File: config.mk
export PLATFORM = sky130hd
export DESIGN_NAME = i_vector_fetch
export DESIGN_NICKNAME = d
export VERILOG_FILES = /design/src/rtl/i_vec_pkg.sv /design/src/rtl/i_line_lane_mux.sv /design/src/rtl/i_vector_fetch.sv
export SDC_FILE = /design/constraint.sdc
export NUM_CORES = 1
export LEC_CHECK = 0
export CORE_MARGIN = 2
export CORE_UTILIZATION = 27
export DETAILED_ROUTE_END_ITERATION = 12
export SLEW_MARGIN = 10
export SYNTH_ARGS = -nofsm -noshare
export SYNTH_HDL_FRONTEND = slang
export SYNTH_SLANG_ARGS = --single-unit
File: constraint.sdc
create_clock -name clock -period 5.4 [get_ports clock]
set_input_delay 1.08 -clock clock [delete_from_list [all_inputs] [get_ports clock]]
set_output_delay 1.08 -clock clock [all_outputs]
set_load 0.05 [all_outputs]
File: src/rtl/i_vec_pkg.sv
// Shared types and defaults for the I-vector fetch block and its lane multiplexer.
package i_vec_pkg;

  typedef enum logic [1:0] {
    IDLE  = 2'd0,
    ISSUE = 2'd1,
    WAIT  = 2'd2,
    OUT   = 2'd3
  } fetch_state_t;

  localparam int DEF_IDX_W         = 10;
  localparam int DEF_VAL_W         = 16;
  localparam int DEF_VALS_PER_LINE = 4;

  // Lane-select width; VALS_PER_LINE is a power of two, so this is exact.
  function automatic int lane_w(input int vals_per_line);
    return $clog2(vals_per_line);
  endfunction

endpackage

File: src/rtl/i_line_lane_mux.sv
// Combinational selection of one I value from a packed SRAM line (lane 0 in the LSBs).
module i_line_lane_mux import i_vec_pkg::*; #(
  parameter int VALS_PER_LINE = DEF_VALS_PER_LINE,
  parameter int VAL_W         = DEF_VAL_W,
  localparam int LANE_W       = lane_w(VALS_PER_LINE)
) (
  input  logic [VALS_PER_LINE*VAL_W-1:0] line,
  input  logic [LANE_W-1:0]              lane,
  output logic [VAL_W-1:0]               value
);

  logic [VAL_W-1:0] lanes [VALS_PER_LINE];

  for (genvar k = 0; k < VALS_PER_LINE; k++) begin : g_unpack
    assign lanes[k] = line[k*VAL_W +: VAL_W];
  end

  // Lane index always covers the array exactly, so no out-of-range case exists.
  always_comb begin
    value = lanes[lane];
  end

endmodule

File: src/rtl/i_vector_fetch.sv
// Column-indexed I-vector fetch with a single-line cache in front of the I-vector SRAM.
// Optional hit/miss statistics counters are built when I_FETCH_STATS_EN is defined.
module i_vector_fetch import i_vec_pkg::*; #(
  parameter int IDX_W         = DEF_IDX_W,
  parameter int VALS_PER_LINE = DEF_VALS_PER_LINE,
  parameter int VAL_W         = DEF_VAL_W,
  parameter int SRAM_LAT      = 1,
  localparam int LANE_W       = lane_w(VALS_PER_LINE),
  localparam int TAG_W        = IDX_W - LANE_W,
  localparam int LINE_W       = VALS_PER_LINE * VAL_W
) (
  input  logic              clock,
  input  logic              reset,
  input  logic              req_valid,
  output logic              req_ready,
  input  logic [IDX_W-1:0]  req_col,
  input  logic              flush,
  output logic              sram_rd_en,
  output logic [TAG_W-1:0]  sram_addr,
  input  logic [LINE_W-1:0] sram_rd_data,
  output logic              out_valid,
  input  logic              out_ready,
  output logic [VAL_W-1:0]  out_value,
  output logic [IDX_W-1:0]  out_col
`ifdef I_FETCH_STATS_EN
  ,
  output logic [15:0]       hit_count,
  output logic [15:0]       miss_count
`endif
);

  localparam logic [2:0] LAST_WAIT = 3'(SRAM_LAT - 1);

  fetch_state_t      state;
  logic [IDX_W-1:0]  col;
  logic [2:0]        wait_cnt;
  logic              drop;
  logic [LINE_W-1:0] line;
  logic [TAG_W-1:0]  tag;
  logic              line_valid;

  logic              accept;
  logic              hit;
  logic              fill;
  logic [LINE_W-1:0] mux_line;
  logic [LANE_W-1:0] mux_lane;
  logic [VAL_W-1:0]  mux_value;

  assign accept = req_valid && req_ready;
  assign hit    = line_valid && (req_col[IDX_W-1:LANE_W] == tag) && !flush;
  assign fill   = (state == WAIT) && (wait_cnt == LAST_WAIT);

  // One mux serves both paths: SRAM data while waiting, cached line otherwise.
  always_comb begin
    if (state == WAIT) begin
      mux_line = sram_rd_data;
      mux_lane = col[LANE_W-1:0];
    end else begin
      mux_line = line;
      mux_lane = req_col[LANE_W-1:0];
    end
  end

  i_line_lane_mux #(
    .VALS_PER_LINE (VALS_PER_LINE),
    .VAL_W         (VAL_W)
  ) u_lane_mux (
    .line  (mux_line),
    .lane  (mux_lane),
    .value (mux_value)
  );

  // Request/response FSM with registered handshake and SRAM strobe outputs.
  always_ff @(posedge clock or posedge reset) begin
    if (reset) begin
      state      <= IDLE;
      req_ready  <= 1'b0;
      sram_rd_en <= 1'b0;
      sram_addr  <= '0;
      out_valid  <= 1'b0;
      out_value  <= '0;
      out_col    <= '0;
      col        <= '0;
      wait_cnt   <= 3'd0;
      drop       <= 1'b0;
    end else begin
      case (state)
        IDLE: begin
          req_ready <= 1'b1;
          if (accept) begin
            req_ready <= 1'b0;
            col       <= req_col;
            drop      <= 1'b0;
            if (hit) begin
              state     <= OUT;
              out_valid <= 1'b1;
              out_value <= mux_value;
              out_col   <= req_col;
            end else begin
              state      <= ISSUE;
              sram_rd_en <= 1'b1;
              sram_addr  <= req_col[IDX_W-1:LANE_W];
            end
          end
        end
        ISSUE: begin
          sram_rd_en <= 1'b0;
          wait_cnt   <= 3'd0;
          state      <= WAIT;
          if (flush) drop <= 1'b1;
        end
        WAIT: begin
          if (flush) drop <= 1'b1;
          if (fill) begin
            state     <= OUT;
            out_valid <= 1'b1;
            out_value <= mux_value;
            out_col   <= col;
          end else begin
            wait_cnt <= wait_cnt + 3'd1;
          end
        end
        OUT: begin
          if (out_ready) begin
            out_valid <= 1'b0;
            req_ready <= 1'b1;
            state     <= IDLE;
          end
        end
        default: begin
          state      <= IDLE;
          req_ready  <= 1'b0;
          sram_rd_en <= 1'b0;
          out_valid  <= 1'b0;
        end
      endcase
    end
  end

  // Line cache: a fill flushed while in flight is delivered but left invalid.
  always_ff @(posedge clock or posedge reset) begin
    if (reset) begin
      line       <= '0;
      tag        <= '0;
      line_valid <= 1'b0;
    end else if (fill) begin
      line       <= sram_rd_data;
      tag        <= col[IDX_W-1:LANE_W];
      line_valid <= !(drop || flush);
    end else if (flush) begin
      line_valid <= 1'b0;
    end
  end

`ifdef I_FETCH_STATS_EN
  // Saturating hit/miss counters; flush clears them.
  always_ff @(posedge clock or posedge reset) begin
    if (reset) begin
      hit_count  <= 16'h0000;
      miss_count <= 16'h0000;
    end else if (flush) begin
      hit_count  <= 16'h0000;
      miss_count <= 16'h0000;
    end else if (accept) begin
      if (hit) begin
        if (hit_count != 16'hFFFF) hit_count <= hit_count + 16'h0001;
      end else if (miss_count != 16'hFFFF) begin
        miss_count <= miss_count + 16'h0001;
      end
    end
  end
`endif

endmodule

==> impl_metrics.py, run 1 <==
metrics = {
    "route": {
        "wl_per_cell_um": 17.71,
        "wl_um": 15160,
        "dr_total_vias": 4080,
        "firstDrtPassIters": 4,
        "viasPerCell": 4.766,
        "drc": 0,
        "postRouteAntennaNets": 0,
        "drt_iter0_markers": 156,
    },
    "logic_synthesis": {
        "synth_ff_type": "dfrtp_1",
        "syn_nets": 532,
        "synth_seq_cells": 126,
        "syn_area_um2": 6203,
        "async_flop_share": 1.000,
        "ys_types": 36,
        "ys_seq_area_frac": 0.5083,
        "synth_warnings": 0,
        "synth_edf_count": 0,
        "syn-mean-instance-area_um2": 13.88,
        "synth_cells": 447,
    },
    "die": {
        "die_y_um": 155.6,
        "die_w_um": 155.6,
        "rows": 55,
        "fp.dieArea_um2": 24200,
        "start_util": 0.2748,
        "pin_count": 116,
        "core_area_um2": 22570,
    },
    "pwr": {
        "p_switching_mw": 1.981,
        "powerDensity_nw_per_um2": 652.3,
        "p_seq_frac": 0.319,
        "peakVddDrop_v": 0.0002273,
        "switching_share": 0.3718,
        "internal-power_mw": 3.347,
        "pwr-share-clk": 0.202,
        "pwr-share-comb": 0.480,
        "p_leak_nw": 3.516,
    },
    "clock_tree": {
        "cts.sinks": 126,
        "cts_resized": 0,
        "clk_pin_slew_ps": 60,
        "cts_setup_buffers": 0,
        "cts.path.max_buffers": 2,
        "cts_tree": "yes",
        "cts_hold_buf": 0,
        "htree_levels": 4,
        "cts_made_buffers": 17,
        "root_buffer": "clkbuf_16",
        "clk-insertion-delay-late_ps": 410,
    },
    "global_route": {
        "grtUsageMet1": 0.1596,
        "grt_use_met3": 0.03778,
        "track_usage": 0.1294,
        "grt_pass1_vias": 4521,
        "overflow": 0,
        "grt_pass1_wl_um": 24250,
        "grt_max_degree": 66,
        "gr-max-usage-layer": "met2",
        "grt.met2_usage": 0.2174,
        "antenna_found_initial": 1,
    },
    "min_path": {
        "hold_path_class": "reg -> reg",
    },
    "critical_path": {
        "path_class": "in -> reg",
        "cp_data_arrival_time_ps": 3360,
        "cp.required_ps": 5690,
        "crit_fanout": 26,
        "crit_buf_inv": 1,
        "startpoint_type": "primary input",
        "crit_family": "simple AND/OR/NAND/NOR gates",
        "slowest_stage": "a21o_2",
        "slowest_delay_ps": 550,
        "worstPathCellList": "clkdlybuf4s50_1, xnor2_1, nand3_1, or3_4, a21o_2, mux2_4",
        "endpoint_kind": "register",
    },
    "timing": {
        "setup_tns_ps": 0,
        "timing.fmax_ghz": 0.3253,
        "worst_pin_slew_ps": 1043,
        "skew_ps": 8.811,
        "setup_viol": 0,
        "relSlewSlack": 0.3050,
        "slew_viol_final": 0,
        "fin_crit_ps": 3075,
        "post-route-period-util": 0.5694,
        "finalHoldViolCount": 0,
        "rsz0062_at_grt": "no",
    },
    "outcome": {
        "status": "finished, final reports clean",
    },
    "placement": {
        "dp_hpwl_um": 10060,
        "io_buffers": 115,
        "placed_cells": 823,
        "gp_congestion": 0.7646,
    },
    "run": {
        "drv_cap": 0,
    },
    "finish": {
        "layoutNonFillerInstCount": 856,
        "nNetsFinal": 642,
        "layout_common_cells": "126 x dfrtp_1, 115 x clkdlybuf4s50_1, 107 x mux2_2, 66 x mux2i_1, 19 x mux2_4",
        "area_delta_synth_final_pct": 31.69,
        "drive_gt1_frac": 0.2912,
        "final_common_cell": "dfrtp_1",
    },
}
-- cells by family after synthesis --
family | share of synthesized area
simple gates | 0.02320
mux | 0.3483
flops | 0.5083
fa+ha+maj | 0.01210
xor+xnor | 0.01130
buf+inv | 0.03348
compound gates | 0.06333
-- metal layers --
| metal | wire (µm) | share of wire |
|---|---|---|
| met1 | 6674 | 0.44 |
| met2 | 7548 | 0.50 |
| met3 | 760 | 0.050 |
| met4 | 180 | 0.012 |
| met5 | 0 | 0 |
-- through the flow --
step	worst slack (ps)	hold slack, ps	power, mW	utilization	cell area [µm²]
2_1_floorplan	964.1	466.5	3.630	-	6203
3_3_place_gp	1892	480.6	4.213	0.3372	7611
3_5_place_dp	1905	493.6	4.298	0.3372	7611
4_1_cts	2345	505.8	5.399	0.3618	8167
5_1_grt	2262	517.7	5.634	0.3618	8167
6_report	2325	500.9	5.329	0.3619	8169
-- synth_stat cells, drive strengths merged, types with 3 or more instances --
master  instances  share of area
inv             9         0.0054
clkbuf          9         0.0054
dfrtp         126           0.51
nand2           6         0.0036
mux2          126           0.24
o22a           16          0.023
ha              6          0.012
nand3           3         0.0024
nand2b          5         0.0050
a21oi           4         0.0032
xnor2           8          0.011
nor2b           3         0.0030
o21ai           3         0.0024
o221ai         16          0.023
nor2            5         0.0030
mux2i          67           0.11
buf            21          0.023
-- power groups by stage --
stage               sequential [mW]  combinational, mW  clock (mW)
floorplan                      2.12               1.51           0
global placement               1.68               2.53           0
detailed placement             1.71               2.59           0
CTS                            1.70               2.59        1.11
global route                   1.76               2.73        1.15
finish                         1.70               2.56        1.07
-- state kept, by name, summed over array words and instances, names as in the netlist --
register / flops
line: 64
out_value: 16
col: 10
out_col: 10
sram_addr: 8
tag: 8
wait_cnt: 3
state: 2
drop: 1
line_valid: 1
out_valid: 1
req_ready: 1
sram_rd_en: 1
-- layout make-up --
cell class / instances / area (µm²)
antenna: 1 / 2.502
clock buffer: 23 / 467.9
clock inverter: 9 / 87.58
fill: 2191 / 14400
inverter: 9 / 36.28
multi-input combinational: 282 / 2856
sequential: 126 / 3153
tap: 285 / 356.6
timing repair buffer: 121 / 1209
-- worst paths after layout --
kind	slack, ps	from	end	cells after the start
setup reg to reg	2700	state[0]$_DFFE_PP0P_	out_col[3]$_DFFE_PP0P_	7
setup / recovery	2330	req_col[6]	out_value[0]$_DFFE_PP0P_	6
hold reg to reg	500	line[2]$_DFFE_PP0P_	line[2]$_DFFE_PP0P_	1
min in group asynchronous	1130	reset	line[21]$_DFFE_PP0P_	2
hold / removal	500	line[2]$_DFFE_PP0P_	line[2]$_DFFE_PP0P_	1
max in group asynchronous	3220	reset	wait_cnt[2]$_DFFE_PP0P_	3
Note: power is estimated with default switching activity, not from simulation.
==> run 2: changes to the inputs <==
Clock period 5.4 ns to 3.18 ns, I/O delays scaled along.
==> run 2 against run 1 <==
Compared with the run above: clock power rose by 74%; wire length rose by 1.4%; core utilization rose by 0.46 points; final area rose by 1.3%; first-iteration DRC count rose by 1.3%; non-clock buffer count rose by 7; die area did not move; global-route usage rose by 0.38 points; highest routed layer unchanged.
==> impl_metrics.py, run 2 (same netlist as run 1, synthesis figures left out) <==
metrics = {
    "outcome": {
        "status": "finished, final reports clean",
    },
    "finish": {
        "diodes": 0,
        "layout_common_cells": "126 x dfrtp_1, 115 x clkdlybuf4s50_1, 107 x mux2_2, 66 x mux2i_1, 19 x mux2_4",
        "fin_util": 0.3665,
        "final_area_um2": 8273,
        "drive_gt1_frac": 0.2986,
        "largest-register": "line",
        "layoutNonFillerInstCount": 861,
        "area_delta_synth_final_pct": 33.36,
        "reg_top3": "line (64), out_value (16)",
        "largest_reg_flops": 64,
        "num-fill-cells": 2178,
        "nNetsFinal": 649,
        "final_common_cell": "dfrtp_1",
    },
    "route": {
        "drc": 0,
        "firstDrtPassIters": 4,
        "wl_per_cell_um": 17.85,
        "dr_total_vias": 4081,
        "postRouteAntennaNets": 0,
        "viasPerCell": 4.740,
        "wl_um": 15370,
        "drt_iter0_markers": 158,
    },
    "timing": {
        "setup_tns_ps": 0,
        "finalHoldViolCount": 0,
        "post-route-period-util": 0.7750,
        "setup_viol": 0,
        "timing.fmax_ghz": 0.4057,
        "fin_crit_ps": 2465,
        "skew_ps": 5.436,
        "rsz0062_at_grt": "no",
        "relSlewSlack": 0.5717,
        "worst_pin_slew_ps": 642.4,
        "slew_viol_final": 0,
    },
    "critical_path": {
        "crit_fanout": 19,
        "worstPathCellList": "clkdlybuf4s50_1, xnor2_1, nand3_1, or3_4, a21o_2, buf_12, mux2_4",
        "crit_buf_inv": 2,
        "crit_family": "buffers and inverters",
        "startpoint_type": "primary input",
        "path_class": "in -> reg",
        "slowest_stage": "clkdlybuf4s50_1",
        "slowest_delay_ps": 550,
        "endpoint_kind": "register",
        "cp_data_arrival_time_ps": 2760,
        "cp.required_ps": 3470,
    },
    "global_route": {
        "grt_pass1_vias": 4548,
        "grt_max_degree": 65,
        "antenna_found_initial": 0,
        "grt_pass1_wl_um": 24830,
        "track_usage": 0.1332,
        "overflow": 0,
    },
    "die": {
        "pin_count": 116,
        "core_area_um2": 22570,
        "die_y_um": 155.6,
        "rows": 55,
        "die_w_um": 155.6,
        "fp.dieArea_um2": 24200,
        "start_util": 0.2748,
    },
    "min_path": {
        "hold_path_class": "reg -> reg",
    },
    "placement": {
        "dp_hpwl_um": 10560,
        "placed_area_um2": 7715,
        "placed_cells": 830,
        "io_buffers": 115,
        "gp_congestion": 0.7644,
    },
    "clock_tree": {
        "cts_resized": 0,
        "clk-insertion-delay-late_ps": 410,
        "cts_hold_buf": 0,
        "root_buffer": "clkbuf_16",
        "clk_pin_slew_ps": 50,
        "cts_tree": "yes",
        "cts_setup_buffers": 0,
        "cts.sinks": 126,
        "cts.path.max_buffers": 2,
        "cts_made_buffers": 17,
        "htree_levels": 4,
    },
    "pwr": {
        "p_leak_nw": 3.586,
        "peakVddDrop_v": 0.0004262,
        "total_power_mw": 9.170,
        "powerDensity_nw_per_um2": 1108,
    },
    "run": {
        "drv_cap": 0,
    },
}
## run 2: cell types whose count changed in the layout (fill, tap and decap cells not counted)
cell        previous run  this run
bufinv_16              1         2
diode_2                1         0
inv_4                  1         0
clkinv_2               2         6
buf_4                  5         8
buf_12                 1         5
clkinv_4               2         0
clkinvlp_4             4         1
## run 2: worst register-to-register path, delay by kind of cell, from the launching register on
kind / cells / cell delay, ps
buf+inv: 2 / 440
compound gates: 2 / 270
mux: 3 / 940
fa+ha+maj: 1 / 230
flops: 1 / 410
## run 2: power by group
group / internal, mW / switching [mW]
registers: 2.43 / 0.459
logic: 2.21 / 2.21
clock network: 1.18 / 0.683
## run 2: metal layers
metal | share of wire | global-route usage | up-vias | routed length (µm)
met2 | 0.48 | 0.2160 | 90 | 7404
met3 | 0.045 | 0.03917 | 19 | 697
met4 | 0.018 | 0.04849 | 0 | 279
met1 | 0.45 | 0.1690 | 2088 | 6989
met5 | 0 | 0 | - | 0
li1 | - | - | 1884 | -
## run 2: worst paths after layout
check	startpoint	endpoint	slack [ps]	cells past startpoint
min in group asynchronous	reset	drop$_DFFE_PP0P_	640	2
setup / recovery	req_col[6]	out_value[13]$_DFFE_PP0P_	720	7
max in group asynchronous	reset	out_col[7]$_DFFE_PP0P_	1830	3
hold / removal	line[55]$_DFFE_PP0P_	line[55]$_DFFE_PP0P_	500	1
setup reg to reg	state[0]$_DFFE_PP0P_	out_value[1]$_DFFE_PP0P_	770	8
hold reg to reg	line[55]$_DFFE_PP0P_	line[55]$_DFFE_PP0P_	500	1
## run 2: final cells by class
type / count / area, µm² / share of cell area
flip-flops and latches: 126 / 3153 / 0.3811
clock inverters: 8 / 90.09 / 0.01089
inverters: 9 / 37.54 / 0.004537
repair buffers: 128 / 1311 / 0.1585
well taps: 285 / 356.6 / 0.04310
clock buffers: 23 / 467.9 / 0.05656
multi-input cells: 282 / 2856 / 0.3453
## run 2: stage by stage
stage / hold WS [ps] / setup WS [ps]
global placement: 480.2 / 296.1
floorplan: 466.5 / 966.8
detailed placement: 491.3 / 274.4
CTS: 503.4 / 719.4
finish: 502.1 / 715.4
global route: 512.5 / 555.6
